`config.mk`:
```
export PLATFORM = sky130hd
export DESIGN_NAME = psum_accum_tree
export DESIGN_NICKNAME = d
export VERILOG_FILES = /design/src/rtl/cnn_pkg.sv /design/src/rtl/tree_level.sv /design/src/rtl/psum_accum_tree.sv
export SDC_FILE = /design/constraint.sdc
export NUM_CORES = 1
export LEC_CHECK = 0
export CORE_MARGIN = 4
export CORE_UTILIZATION = 50
export DETAILED_ROUTE_END_ITERATION = 16
export PLACE_DENSITY = 0.71
export SLEW_MARGIN = 5
export SYNTH_ARGS = -nofsm -noshare
export SYNTH_HDL_FRONTEND = slang
export SYNTH_SLANG_ARGS = --single-unit
export TNS_END_PERCENT = 30
```
`constraint.sdc`:
```
create_clock -name clk -period 3.51 [get_ports clk]
set_clock_uncertainty 0.2 [all_clocks]
set_input_delay 0.702 -clock clk [delete_from_list [all_inputs] [get_ports clk]]
set_output_delay 0.702 -clock clk [all_outputs]
set_load 0.01 [all_outputs]
```
`src/rtl/cnn_pkg.sv`:
```
// Shared conv-datapath definitions: default widths, pipeline tag and tree sizing helpers.
package cnn_pkg;

  localparam int unsigned InWDef   = 16;
  localparam int unsigned BiasWDef = 8;
  localparam int unsigned OutWDef  = 24;
  localparam int unsigned NInDef   = 9;

  typedef struct packed {
    logic valid;
    logic first;
    logic last;
  } psum_tag_t;

  // Number of registered adder levels needed to reduce n products plus the bias leaf.
  function automatic int unsigned tree_depth(input int unsigned n);
    return $clog2(n + 1);
  endfunction

  // Operand count entering level k of a tree that starts with n leaves.
  function automatic int unsigned level_cnt(input int unsigned n, input int unsigned k);
    int unsigned m;
    m = n;
    for (int unsigned i = 0; i < k; i++) begin
      m = (m + 1) / 2;
    end
    return m;
  endfunction

endpackage

```
`src/rtl/tree_level.sv`:
```
// One registered reduction level: M operands -> ceil(M/2) pairwise sums, tag carried alongside.
module tree_level
  import cnn_pkg::*;
#(
  parameter int unsigned M = 10,
  parameter int unsigned W = 24
) (
  input  logic                       clk,
  input  logic                       rst_n,
  input  logic                       adv_i,
  input  psum_tag_t                  tag_i,
  input  logic [M*W-1:0]             opnd_i,
  output psum_tag_t                  tag_o,
  output logic [((M+1)/2)*W-1:0]     sum_o
);

  localparam int unsigned H = (M + 1) / 2;

  logic [2*H*W-1:0] opnd_pad;
  logic [H*W-1:0]   sum_d, sum_q;
  psum_tag_t        tag_q;

  // Pad an odd operand count with a zero so the leftover passes straight through.
  always_comb begin
    opnd_pad = '0;
    opnd_pad[M*W-1:0] = opnd_i;
    sum_d = '0;
    for (int unsigned j = 0; j < H; j++) begin
      sum_d[j*W +: W] = opnd_pad[2*j*W +: W] + opnd_pad[(2*j+1)*W +: W];
    end
  end

  // Level register; holds with the rest of the pipe while stalled.
  always_ff @(posedge clk or negedge rst_n) begin
    if (!rst_n) begin
      sum_q <= '0;
      tag_q <= '0;
    end else if (adv_i) begin
      sum_q <= sum_d;
      tag_q <= tag_i;
    end
  end

  assign sum_o = sum_q;
  assign tag_o = tag_q;

endmodule

```
`src/rtl/psum_accum_tree.sv`:
```
// Pipelined partial-sum reduction tree with bias injection, channel accumulation and one
// result per group. Define PSUM_ACCUM_SAT_EN to saturate the accumulator instead of wrapping.
module psum_accum_tree
  import cnn_pkg::*;
#(
  parameter int unsigned IN_W   = InWDef,
  parameter int unsigned BIAS_W = BiasWDef,
  parameter int unsigned OUT_W  = OutWDef,
  parameter int unsigned N_IN   = NInDef
) (
  input  logic              clk,
  input  logic              rst_n,
  input  logic              in_valid_i,
  output logic              in_ready_o,
  input  logic              in_first_i,
  input  logic              in_last_i,
  input  logic [BIAS_W-1:0] bias_in_i,
  input  logic [IN_W-1:0]   prod_in_i [N_IN],
  output logic              out_valid_o,
  input  logic              out_ready_i,
  output logic [OUT_W-1:0]  out_data_o
);

  localparam int unsigned NLeaf = N_IN + 1;
  localparam int unsigned D     = tree_depth(N_IN);

  logic [NLeaf*OUT_W-1:0] leaves;
  psum_tag_t              in_tag;
  logic                   adv;

  logic [OUT_W-1:0] acc_d, acc_q;
  logic [OUT_W-1:0] out_data_d, out_data_q;
  logic             out_valid_d, out_valid_q;
  logic [OUT_W-1:0] tree_sum, acc_sum, acc_new;
  psum_tag_t        tree_tag;

  // Whole pipe stalls only when a result is waiting and downstream refuses it.
  assign adv        = !(out_valid_q && !out_ready_i);
  assign in_ready_o = adv;

  // Sign-extended leaves; bias only enters on the first beat of a group.
  always_comb begin
    leaves = '0;
    for (int unsigned i = 0; i < N_IN; i++) begin
      leaves[i*OUT_W +: OUT_W] = OUT_W'($signed(prod_in_i[i]));
    end
    leaves[N_IN*OUT_W +: OUT_W] = in_first_i ? OUT_W'($signed(bias_in_i)) : '0;
    in_tag.valid = in_valid_i;
    in_tag.first = in_first_i;
    in_tag.last  = in_last_i;
  end

  for (genvar k = 0; k < D; k++) begin : g_lvl
    localparam int unsigned Mk = level_cnt(NLeaf, k);
    localparam int unsigned Hk = (Mk + 1) / 2;

    logic [Mk*OUT_W-1:0] opnd;
    logic [Hk*OUT_W-1:0] sum;
    psum_tag_t           tag_in, tag_out;

    if (k == 0) begin : g_src
      assign opnd   = leaves;
      assign tag_in = in_tag;
    end else begin : g_src
      assign opnd   = g_lvl[k-1].sum;
      assign tag_in = g_lvl[k-1].tag_out;
    end

    tree_level #(
      .M (Mk),
      .W (OUT_W)
    ) u_level (
      .clk    (clk),
      .rst_n  (rst_n),
      .adv_i  (adv),
      .tag_i  (tag_in),
      .opnd_i (opnd),
      .tag_o  (tag_out),
      .sum_o  (sum)
    );
  end

  assign tree_sum = g_lvl[D-1].sum;
  assign tree_tag = g_lvl[D-1].tag_out;

`ifdef PSUM_ACCUM_SAT_EN
  logic [OUT_W:0] acc_wide;

  // One extra bit exposes signed overflow; clamp to the representable range.
  always_comb begin
    acc_wide = {acc_q[OUT_W-1], acc_q} + {tree_sum[OUT_W-1], tree_sum};
    if (acc_wide[OUT_W] != acc_wide[OUT_W-1]) begin
      acc_sum = acc_wide[OUT_W] ? {1'b1, {(OUT_W-1){1'b0}}} : {1'b0, {(OUT_W-1){1'b1}}};
    end else begin
      acc_sum = acc_wide[OUT_W-1:0];
    end
  end
`else
  // Modulo-2^OUT_W accumulation.
  always_comb begin
    acc_sum = acc_q + tree_sum;
  end
`endif

  // Accumulate on valid tree output; a last beat publishes the sum and reopens from zero.
  always_comb begin
    acc_d       = acc_q;
    out_data_d  = out_data_q;
    out_valid_d = out_valid_q;
    acc_new     = tree_tag.first ? tree_sum : acc_sum;
    if (adv) begin
      out_valid_d = tree_tag.valid && tree_tag.last;
      if (tree_tag.valid) begin
        acc_d = tree_tag.last ? '0 : acc_new;
        if (tree_tag.last) begin
          out_data_d = acc_new;
        end
      end
    end
  end

  // Accumulator and output registers.
  always_ff @(posedge clk or negedge rst_n) begin
    if (!rst_n) begin
      acc_q       <= '0;
      out_data_q  <= '0;
      out_valid_q <= 1'b0;
    end else begin
      acc_q       <= acc_d;
      out_data_q  <= out_data_d;
      out_valid_q <= out_valid_d;
    end
  end

  assign out_valid_o = out_valid_q;
  assign out_data_o  = out_data_q;

endmodule

```
### Word level (Yosys, flattened, before mapping)

Index checks and enable logic that the tools add are counted.

* register bits: 325
* logic and storage cells: 39
* output and inout port bits: 26
* input bits: 158

* bitwise operators: 1
* muxes and demuxes: 3
* add/sub/neg operators: 10
* reductions and logical operators: 6

Operators with widths (count)
* adder 24 bit: 6
* 2-to-1 mux 24 bit: 3
* adder 16 x 16 -> 17 bit: 4
* AND reduction 3 bit: 1
* logical AND 1 bit: 2
* zero test 1 bit: 2
* AND reduction 2 bit: 1
* inverter 1 bit: 1

### Logic depth before layout (Yosys ltp)

* depth in word-level cells: 4
* depth in mapped cells: 12
* gate-level depth less buffers: 12

### Cells and area by module

A second synthesis with hierarchy kept.

* cells, all modules: 2485
* area, all modules: 23995.5 um2

By module, submodules not included
* tree_level (g_lvl[0].u_level): area an instance 9993.3 um2, cells an instance 1036, instances 1, sequential area each 3078.0 um2
* tree_level (g_lvl[1].u_level): area an instance 5124.9 um2, cells an instance 499, instances 1, sequential area each 1876.8 um2
* psum_accum_tree: area an instance 3447.1 um2, cells an instance 407, instances 1, sequential area each 1226.2 um2
* tree_level (g_lvl[2].u_level): area an instance 3189.3 um2, cells an instance 310, instances 1, sequential area each 1276.2 um2
* tree_level (g_lvl[3].u_level): area an instance 2240.9 um2, cells an instance 233, instances 1, sequential area each 675.6 um2

### Worst setup path before layout

No wires, ideal clock.

* kind: input port to flip-flop
* start: input bias_in_i[0]
* end: register g_lvl[0].u_level.sum_q[112]
* arrival: 3.046 ns
* library setup time: 0.065 ns
* path buffers: 0
* setup slack: 0.200 ns
* required time: 3.245 ns
* cell stages on the path: 12
* path through: and2_1 ha_1 fa_1 a21o_1 a21oi_1 o21ai_0 o211ai_1 o21ai_0 a21o_1 a21boi_0 nor3_1 a21o_1

* longest elaborated chain between the ends: 2

Ends and longest elaborated chain
* start: declaration: RTL line psum_accum_tree.sv:17 `input logic [BIAS_W-1:0] bias_in_i,`
* 2-to-1 mux 24 bit: RTL line psum_accum_tree.sv:47 `leaves[N_IN*OUT_W +: OUT_W] = in_first_i ? OUT_W'($signed(bias_in_i)) : '0;`
* adder 24 bit: RTL line tree_level.sv:29 `sum_d[j*W +: W] = opnd_pad[2*j*W +: W] + opnd_pad[(2*j+1)*W +: W];`
* end signal: assignment: RTL line tree_level.sv:39 `sum_q <= sum_d;`
* end: declaration: RTL line tree_level.sv:20 `logic [H*W-1:0] sum_d, sum_q;`

Every way passes these cells.
A chain may end at the register's enable or synchronous reset.

### Worst setup path in the final report

* start: register g_lvl[3].u_level.sum_q[0]
* end: register acc_q[20]

* longest elaborated chain between the ends: 3

Ends and longest elaborated chain
* start: declaration: RTL line tree_level.sv:20
* start signal: assignment: RTL line tree_level.sv:39
* adder 24 bit: RTL line psum_accum_tree.sv:101 `acc_sum = acc_q + tree_sum;`
* 2-to-1 mux 24 bit: RTL line psum_accum_tree.sv:110 `acc_new = tree_tag.first ? tree_sum : acc_sum;`
* 2-to-1 mux 24 bit: RTL line psum_accum_tree.sv:114 `acc_d = tree_tag.last ? '0 : acc_new;`
* end signal: assignment: RTL line psum_accum_tree.sv:125 `acc_q <= '0;`
* end signal: assignment: RTL line psum_accum_tree.sv:129 `acc_q <= acc_d;`
* end: declaration: RTL line psum_accum_tree.sv:31 `logic [OUT_W-1:0] acc_d, acc_q;`

Every way passes these cells.

==> flow_summary.json <==
{
  "path_max_fanout": 5,
  "ys.flop_type": "dfrtp_1",
  "drt_iter0_markers": 876,
  "start_util_pct": 51.1,
  "coreArea_um2": 36900,
  "ys_ff_latch": 297,
  "r2r_cells": 11,
  "synth.top_cell.area_share_pct": 39.4,
  "synth_area_leaders": "dfrtp_1, ha_1, nand2_1, a21oi_1, o21ai_0",
  "required_ns": 3.67,
  "cts_buffers": 35,
  "place_hpwl_mm": 33.9,
  "postCtsSetupBuffers": 0,
  "setup_violations": 0,
  "outcome": "completed",
  "fin_nets": 2707,
  "synth_cells": 2166,
  "rr_startpoint": "g_lvl[3].u_level.sum_o[0]",
  "p_leak_nw": 10.5,
  "cts_root_buffer": "clkbuf_16",
  "cp-end-kind": "register",
  "syn_nets": 2508,
  "viasPerCell": 5.46,
  "worst_pin_slew_ns": 0.908,
  "h-tree-depth": 2,
  "die_area_um2": 40900,
  "timing.slew.headroom_pct": 39.5,
  "grt_max_degree": 126,
  "area_growth_pct": 20.8,
  "combPwrFrac_pct": 55.0,
  "p_sw_mw": 9.44,
  "hp-class": "register to register",
  "synth-edff-count": 0,
  "fill_cells": 3181,
  "tritoncts": "done",
  "layout-drive-gt1-share_pct": 5.94,
  "drc": 0,
  "cp_slowest_stage_delay_ns": 0.45,
  "report.final.slew_viol_count": 0,
  "crit_path_cell_trace": "ha_1 > fa_1 > a211o_1 > a211o_1 > nand3_1 > a31oi_1 > o211ai_2 > nor2_1 > a311o_1 > a21oi_2 > a21oi_1",
  "max-cap-violations": 0,
  "p_int_mw": 12.8,
  "grt_pass1_vias": 15600,
  "portBuffers": 183,
  "postRouteWirelength_mm": 44.7,
  "cp.depth": 11,
  "wl_per_cell_um": 15.4,
  "worstHoldStart": "g_lvl[1].u_level.tag_o[0]",
  "yosys_warnings": 0,
  "hold_path_depth": 2,
  "grt_antenna_before_repair": 0,
  "whs_endpoint": "g_lvl[1].u_level.tag_o[0]",
  "p_total_mw": 22.3,
  "drtPass1Iterations": 5,
  "grt-ovfl-total": 0,
  "clk_latency_ns": 0.52,
  "critPathTopFamily": "compound AO/OA/AOI/OAI gates",
  "async_flop_share_pct": 100,
  "die-width_um": 202,
  "critPathArrivalTime_ns": 3.57,
  "pwr_density_cell_nw_per_um2": 980,
  "r2r_setup_slack_ns": 0.10,
  "die_y_um": 202,
  "n_antenna_cell": 0,
  "antenna_left": 0,
  "post-route-period-util_pct": 97.1,
  "path_clk_slew_ns": 0.06,
  "p_sw_share_pct": 42.4,
  "startpoint_type": "register",
  "vdd_ir_drop_max_uv": 470,
  "worst-setup-path-type": "register to register",
  "fin_setup_tns_ns": 0,
  "cp_num_buf_inv": 0,
  "grt_use_total_pct": 21.6,
  "ioPinCount": 184,
  "ys_seq_area_share_pct": 39.4,
  "grt_pass1_wl_mm": 75.4,
  "hold_viol": 0,
  "slowest_stage": "fa_1",
  "gp_congestion": 0.904,
  "clkSinkCount": 297,
  "syn_area_per_cell_um2": 8.70,
  "fmax_mhz": 294,
  "regToRegEndpoint": "acc_q[20]",
  "pwr-share-seq_pct": 28.1,
  "vias": 15800,
  "clockBufferDepth": 3,
  "yosysTopAreaCell": "dfrtp_1",
  "rsz0062_at_grt": "no",
  "clock_power_share_pct": 17.0,
  "final.min_clock_period_ns": 3.41,
  "dp_cells": 2831,
  "num_rows": 70,
  "cpMostUsedCell": "a211o_1",
  "synth.cell_area_um2": 18800,
  "ys_types": 70,
  "final_cells": 2895
}
## cells in the mapped netlist (4+ instances only)
master,instances
o221ai_1,5
inv_1,50
nand2b_1,29
a211o_1,7
a21boi_0,6
nor2_1,188
a211oi_1,14
a21oi_1,192
mux2i_1,9
dfrtp_1,297
o2111ai_1,6
a311oi_1,4
a22o_1,10
fa_1,10
ha_1,174
nand2_1,423
o21a_1,16
o21ai_0,160
nor4_1,6
mux2_2,8
nor2b_1,17
and2_1,16
o22ai_1,6
a21o_1,67
a31oi_1,23
buf_2,4
buf_1,13
a31o_2,4
xnor2_1,79
nor3_1,30
o31ai_1,17
o211ai_1,14
o21ai_1,10
or3_1,14
o21bai_1,12
clkbuf_1,62
and3_1,14
xor2_1,66
nand4_1,12
nand3_1,26
## per-layer routing
layer / global-route usage, % / part of all wire (%) / up-vias
li1: - / - / 8000
met1: 29.1 / 46 / 7434
met2: 37.5 / 49 / 298
met3: 2.62 / 3.5 / 61
met4: 5.21 / 2.1 / 0
met5: 0 / 0 / -
## how the worst max path moves through the flow
stage	from	endpoint	slack [ns]
floorplan	bias_in_i[0]	g_lvl[0].u_level.sum_o[112]	0.20
global placement	in_first_i	g_lvl[0].u_level.sum_o[116]	-0.30
detailed placement	prod_in_i[96]	g_lvl[0].u_level.sum_o[38]	-0.47
CTS	g_lvl[3].u_level.sum_o[0]	acc_q[20]	0.005
global route	g_lvl[3].u_level.sum_o[0]	acc_q[20]	0.0007
finish	g_lvl[3].u_level.sum_o[0]	acc_q[20]	0.10
## power groups by stage
| stage | registers, mW | logic, mW | clock network [mW] |
|---|---|---|---|
| after CTS | 6.28 | 12.3 | 3.85 |
| final | 6.26 | 12.3 | 3.78 |
| after floorplan | 5.91 | 9.26 | 0 |
| after global placement | 6.28 | 11.9 | 0 |
| after detailed placement | 6.32 | 12.2 | 0 |
| after global routing | 6.44 | 13.8 | 4.03 |
## flip-flops by register name, summed over array words and instances, names as in the netlist
signal	count
acc_q	24
out_valid_o	1
out_data_o	24
g_lvl.u_level.sum_o	236
g_lvl.u_level.tag_o	12
## layout make-up
cell class	instances	area [um2]	share of cell area (%)
inverters	50	193	0.847
clock buffers	51	1040	4.56
flip-flops and latches	297	7430	32.7
repair buffers	241	2340	10.3
well taps	504	631	2.77
multi-input cells	1740	10900	48.1
clock inverters	12	186	0.819
## stage by stage
stage / worst slack [ns] / hold slack (ns) / utilization [%] / instance area, um2
detailed placement: -0.470 / 0.255 / 58.3 / 21500
floorplan: 0.200 / 0.206 / - / 18800
CTS: 0.00522 / 0.267 / 61.7 / 22700
global placement: -0.295 / 0.250 / 58.3 / 21500
global route: 0.000680 / 0.284 / 61.7 / 22800
finish: 0.103 / 0.262 / 61.7 / 22800
## cell usage in the layout, fill, tap and decap left out, types with 6 or more instances in the layout
master	Yosys	final
nand2_1	423	423
dfrtp_1	297	297
a21oi_1	192	191
nor2_1	188	188
clkdlybuf4s50_1	0	182
ha_1	174	174
o21ai_0	160	159
xnor2_1	79	79
a21o_1	67	67
xor2_1	66	66
buf_4	0	52
inv_1	50	49
clkbuf_16	0	36
nor3_1	30	30
nand2b_1	29	29
nand3_1	26	26
a31oi_1	23	22
o31ai_1	17	17
and2_1	16	16
nor2b_1	17	16
o21a_1	16	16
a211oi_1	14	14
o211ai_1	14	14
and3_1	14	14
or3_1	14	14
nand4_1	12	12
o21bai_1	12	12
o21ai_1	10	11
a22o_1	10	10
fa_1	10	10
mux2i_1	9	9
mux2_2	8	8
clkbuf_8	0	8
a211o_1	7	7
clkbuf_1	62	7
a21boi_0	6	6
o22ai_1	6	6
nor4_1	6	6
o2111ai_1	6	6
## worst min-delay path: cells and delay by family, from the launching register on
| family | cells | cell delay [ns] |
|---|---|---|
| flip-flops | 1 | 0.34 |
| AND/OR/NAND/NOR | 2 | 0.10 |
## kinds of logic (layout without fill, tap and decap cells)
logic type | count (synthesis) | count (layout) | share of synthesized area (%)
buf+inv | 129 | 354 | 2.60
compound gates | 605 | 605 | 19.8
flops | 297 | 297 | 39.4
xor+xnor | 145 | 145 | 6.74
mux | 17 | 17 | 0.956
simple gates | 789 | 789 | 17.8
fa+ha+maj | 184 | 184 | 12.6
## timing repair
item,CTS,global route
gates resized for setup,0,4
endpoints found under the hold margin,67,0
endpoints found under the setup margin,0,6
hold buffers,1,0
No activity file was read; power rests on OpenSTA's default activity.
